$ cat src/rtl/regfile_pkg.sv
// Shared constants, address-width helper and address type for the multi-port register file.
package regfile_pkg;

  localparam int XLEN_DEF  = 32;
  localparam int NREGS_DEF = 32;

  function automatic int addr_width(input int n);
    return (n > 1) ? $clog2(n) : 1;
  endfunction

  localparam int AW_DEF = addr_width(NREGS_DEF);

  typedef logic [AW_DEF-1:0] reg_addr_t;

endpackage

$ cat src/rtl/regfile_wr_arbiter.sv
// Per-register write resolution: the highest-indexed port targeting a register wins.
// Purely combinational; wr_hit is the per-register write enable and the bypass hit mask.
module regfile_wr_arbiter
  import regfile_pkg::*;
#(
  parameter  int XLEN     = XLEN_DEF,
  parameter  int NREGS    = NREGS_DEF,
  parameter  int NWR      = 1,
  parameter  int ZERO_REG = 1,
  localparam int AW       = addr_width(NREGS)
) (
  input  logic [NWR-1:0]      wr_en,
  input  logic [NWR*AW-1:0]   wr_addr,
  input  logic [NWR*XLEN-1:0] wr_data,
  output logic [NREGS-1:0]    wr_hit,
  output logic [XLEN-1:0]     wr_sel_data [NREGS]
);

  always_comb begin
    wr_hit = '0;
    for (int r = 0; r < NREGS; r++) begin
      wr_sel_data[r] = '0;
      // Ascending port order lets the highest matching port overwrite lower ones.
      for (int j = 0; j < NWR; j++) begin
        if (wr_en[j] && (wr_addr[j*AW +: AW] == AW'(r))) begin
          wr_hit[r]      = 1'b1;
          wr_sel_data[r] = wr_data[j*XLEN +: XLEN];
        end
      end
    end
    if (ZERO_REG != 0) begin
      wr_hit[0]      = 1'b0;
      wr_sel_data[0] = '0;
    end
  end

endmodule

$ cat src/rtl/regfile_mp.sv
// Multi-port register file with per-register busy scoreboard; zero-latency reads, writes on rising edge.
// Optional same-cycle write-to-read forwarding when REGFILE_MP_BYPASS_EN is defined.
module regfile_mp
  import regfile_pkg::*;
#(
  parameter  int XLEN     = XLEN_DEF,
  parameter  int NREGS    = NREGS_DEF,
  parameter  int NRD      = 2,
  parameter  int NWR      = 1,
  parameter  int ZERO_REG = 1,
  localparam int AW       = addr_width(NREGS)
) (
  input  logic                clk,
  input  logic                rst,
  input  logic [NRD*AW-1:0]   rd_addr,
  output logic [NRD*XLEN-1:0] rd_data,
  output logic [NRD-1:0]      rd_busy,
  input  logic [NWR-1:0]      wr_en,
  input  logic [NWR*AW-1:0]   wr_addr,
  input  logic [NWR*XLEN-1:0] wr_data,
  input  logic                alloc_en,
  input  logic [AW-1:0]       alloc_addr,
  output logic                busy_any
);

  logic [XLEN-1:0]  regs_q [NREGS];
  logic [XLEN-1:0]  regs_d [NREGS];
  logic [NREGS-1:0] busy_q;
  logic [NREGS-1:0] busy_d;

  logic [NREGS-1:0] wr_hit;
  logic [XLEN-1:0]  wr_sel_data [NREGS];
  logic             alloc_ok;
  logic [AW-1:0]    ra;

  regfile_wr_arbiter #(
    .XLEN     (XLEN),
    .NREGS    (NREGS),
    .NWR      (NWR),
    .ZERO_REG (ZERO_REG)
  ) u_wr_arbiter (
    .wr_en       (wr_en),
    .wr_addr     (wr_addr),
    .wr_data     (wr_data),
    .wr_hit      (wr_hit),
    .wr_sel_data (wr_sel_data)
  );

  assign alloc_ok = alloc_en && !((ZERO_REG != 0) && (alloc_addr == '0));

  // Allocation beats a same-cycle write: the newly issued producer is still pending.
  always_comb begin
    busy_d = busy_q;
    for (int r = 0; r < NREGS; r++) begin
      regs_d[r] = wr_hit[r] ? wr_sel_data[r] : regs_q[r];
      if (alloc_ok && (alloc_addr == AW'(r))) begin
        busy_d[r] = 1'b1;
      end else if (wr_hit[r]) begin
        busy_d[r] = 1'b0;
      end
    end
  end

  always_ff @(posedge clk or posedge rst) begin
    if (rst) begin
      for (int r = 0; r < NREGS; r++) begin
        regs_q[r] <= '0;
      end
      busy_q <= '0;
    end else begin
      for (int r = 0; r < NREGS; r++) begin
        regs_q[r] <= regs_d[r];
      end
      busy_q <= busy_d;
    end
  end

  always_comb begin
    rd_data = '0;
    rd_busy = '0;
    ra      = '0;
    for (int i = 0; i < NRD; i++) begin
      ra                       = rd_addr[i*AW +: AW];
      rd_data[i*XLEN +: XLEN]  = regs_q[ra];
      rd_busy[i]               = busy_q[ra];
`ifdef REGFILE_MP_BYPASS_EN
      if (wr_hit[ra]) begin
        rd_data[i*XLEN +: XLEN] = wr_sel_data[ra];
        if (!(alloc_ok && (alloc_addr == ra))) begin
          rd_busy[i] = 1'b0;
        end
      end
`endif
      if ((ZERO_REG != 0) && (ra == '0)) begin
        rd_data[i*XLEN +: XLEN] = '0;
      end
    end
  end

  assign busy_any = |busy_q;

endmodule
$ cat config.mk
export PLATFORM = sky130hd
export DESIGN_NAME = regfile_mp
export DESIGN_NICKNAME = d
export VERILOG_FILES = /design/src/rtl/regfile_pkg.sv /design/src/rtl/regfile_wr_arbiter.sv /design/src/rtl/regfile_mp.sv
export SDC_FILE = /design/constraint.sdc
export NUM_CORES = 2
export LEC_CHECK = 0
export CORE_ASPECT_RATIO = 1.4
export CORE_MARGIN = 2
export CORE_UTILIZATION = 60
export CTS_BUF_LIST = sky130_fd_sc_hd__clkbuf_8
export DETAILED_ROUTE_END_ITERATION = 10
export PLACE_DENSITY_LB_ADDON = 0.15
export SYNTH_ARGS = -nofsm -noshare
export SYNTH_HDL_FRONTEND = slang
export SYNTH_SLANG_ARGS = --single-unit
$ cat constraint.sdc
create_clock -name clk -period 46.6 [get_ports clk]
set_clock_uncertainty 0.1 [all_clocks]
set_input_delay 9.32 -clock clk [delete_from_list [all_inputs] [get_ports clk]]
set_output_delay 9.32 -clock clk [all_outputs]
set_load 0.005 [all_outputs]
==> results.txt <==
Initial Utilization: 60.32%
post-route ant nets: 0
I/O Buffers: 122
worst-path fanout max: 76
nets: 3713
Die Wd: 259.1 um
fin util: 65.65%
Sink Count: 1024
CP startpoint kind: input pin
yosys warns: 0
Tcrit/Tclk final: 49.11%
layout cells sized above 1: 46.79%
post-synth cell types: 48
WP data arrival: 13.47 ns
Fin Setup TNS: 0 ns
power per cell area: 41.99 nW/um2
DRT Pass-1 Iters: 7
initial antenna violation count: 7
postcts setup bufs: 0
gpl congestion: 0.8590
Synth async-reset ratio: 100.0%
Power Total: 2.499 mW
Starting DRT DRC Count: 3952
number of global-route vias before repair: 39330
Crit Path Class: in -> out
largest family of logic cells by synthesized area: multiplexers
DR DRC count: 0
CTS Root Cell: clkbuf_8
Compound-Gate Fraction of Synth Area: 6.108%
Congestion Overflow GR: 0
max frequency: 0.04369 GHz
Hold WC Path Type: reg -> reg
register bit total from synthesis: 1024
first-pass GRT wire length: 257.3 mm
peak supply drop: 0.03411 mV
post-cts resize count: 0
dpl ws: 23.79 ns
worst path required time: 37.18 ns
Simple-Gate Fraction of Synth Area: 1.687%
RSZ-0062 raised after global routing: false
post-layout minimum cycle time: 22.89 ns
cts hold-fix bufs: 0
via count: 36980
Filler cells: 6458
Clk pin slew, worst setup/hold paths: 0.06 ns
# IOs: 123
area of the multi-input gates: 27250 um2
dpl cells: 4692
Cell Area, Synth: 54670 um2
Synth Area in XOR/XNOR: 0%
actual slew at the worst max-slew pin: 1.200 ns
mux cell area share after synthesis: 41.64%
max_cap viols: 0
Mean Syn Cell Area: 14.76 um2
Post-synth EDFFs: 0
final worst slack: 23.71 ns
hold depth: 0
max-slew violations: 0
WL final: 174.4 mm
die area: 93580 um2
CP endpoint kind: output pin
std cell rows: 131
# setup viols final: 0
Cell Area, Placed: 56300 um2
Finished Layout Cells: 4975
Hold Slack: 0.3301 ns
All-Layer GR Usage: 37.72%
Max Root-Sink Buffers: 3
Skew-Pair Late Insertion Delay: 0.88 ns
Cells after Synth: 3703
clock tree from TritonCTS: built
leakage: 26.03 nW
Max-slew headroom: 19.98%
Core Area: 90640 um2
chip height: 361.2 um
Reg2Reg Depth: 1
pin count of the biggest net entering global routing: 161
status: completed
Detail Placement HPWL: 98.53 mm
Top FF cell, synth: dfrtp_1
Synth top area share: 46.87%
H-tree levels: 4
cell taking the most area after synthesis: dfrtp_1
WL per Instance: 35.06 um
vias per cell: 7.433
Mapped Nets: 3759
CTS Buf Count: 160
Synth-to-Final Area Change: 8.839%
Fin. Hold Viols: 0
design area: 59500 um2
Adder-Cell Fraction of Synth Area: 0%
register area: 25620 um2
Synth area leaders: dfrtp_1 47%, mux2_2 22%, mux4_2 14%
sequential cell area fraction in the yosys report: 46.87%
## placed cells by master (no fill, tap or decap), drive strengths merged, types with 5 or more instances in the layout
master and n:
mux2 1090, dfrtp 1024, mux4 377, clkbuf 206
mux2i 182, clkdlybuf4s50 113, a22oi 98, buf 91
o22ai 74, a221oi 73, inv 59, a221o 57
a21oi 52, nor3 42, o21ai 25, o221ai 24
nand2 23, nor2 23, nor2b 19, a22o 14
nand2b 14, clkinv 12, nor4 10, nand3 9
a211oi 7, diode 6, o2bb2ai 6, o31ai 5
o31a 5
## worst max-delay path: stages
cell and delay [ns]:
buf_8 0.56, buf_4 0.82, buf_4 0.99, mux2_2 0.42, a221oi_1 0.26, a221oi_1 0.10, o31a_1 0.42, clkdlybuf4s50_1 0.49
## final timing paths
path / start / end / slack (ns)
min in group asynchronous: rst / regs_q[267] / 8.91
worst min register to register: busy_q[0] / busy_q[0] / 0.33
worst min-delay path: busy_q[0] / busy_q[0] / 0.33
worst max register to register: regs_q[183] / regs_q[183] / 45.67
max in group asynchronous: rst / regs_q[70] / 33.66
worst max-delay path: rd_addr[6] / rd_data[57] / 23.71
## routing by layer
metal  GRT usage [%]  routed length [um]  vias to the layer above
li1                -                   -                    14460
met1           47.50               63330                    19620
met2           60.09               83690                     2244
met3           8.449               15690                      659
met4           22.27               11710                        4
met5               0                  24                        -
## synth_stat cells (14+ instances only)
master	number
a22o_1	14
a21oi_1	52
dfrtp_1	1024
nand2b_1	14
mux4_2	329
buf_4	29
mux4_1	48
nor2_1	23
mux2_2	1071
a22oi_1	98
buf_2	157
nand2_1	23
clkbuf_1	197
o21ai_0	25
buf_6	17
mux2_1	19
nor2b_1	19
o22ai_1	74
nor3_1	39
o221ai_1	24
a221o_1	57
a221oi_1	73
mux2i_1	182
## power breakdown
part / internal (mW) / leakage, nW / total, mW / switching [mW]
clock network: 0.405 / 1.84 / 0.765 / 0.360
registers: 1.07 / 13.1 / 1.20 / 0.139
logic: 0.317 / 11.1 / 0.530 / 0.213
## registers in the layout, indices dropped and copies added, names as in the netlist
register and cells:
regs_q 992, busy_q 32
## cell families (layout without fill, tap and decap cells)
| group | Yosys count | in the layout |
|---|---|---|
| muxes | 1649 | 1649 |
| and+or+nand+nor | 170 | 170 |
| AOI/OAI and AO/OA | 443 | 443 |
| buffers and inverters | 417 | 486 |
| DFF | 1024 | 1024 |
| other | 0 | 6 |
## cell type report
class | instances | area share [%]
clock buffers | 206 | 4.765
well taps | 1197 | 2.517
clock inverters | 71 | 0.5972
diodes | 6 | 0.02523
repair buffers | 204 | 3.192
multi-input cells | 2262 | 45.80
flip-flops and latches | 1024 | 43.06
inverters | 5 | 0.04416
Power figures use the tool's default switching activity.
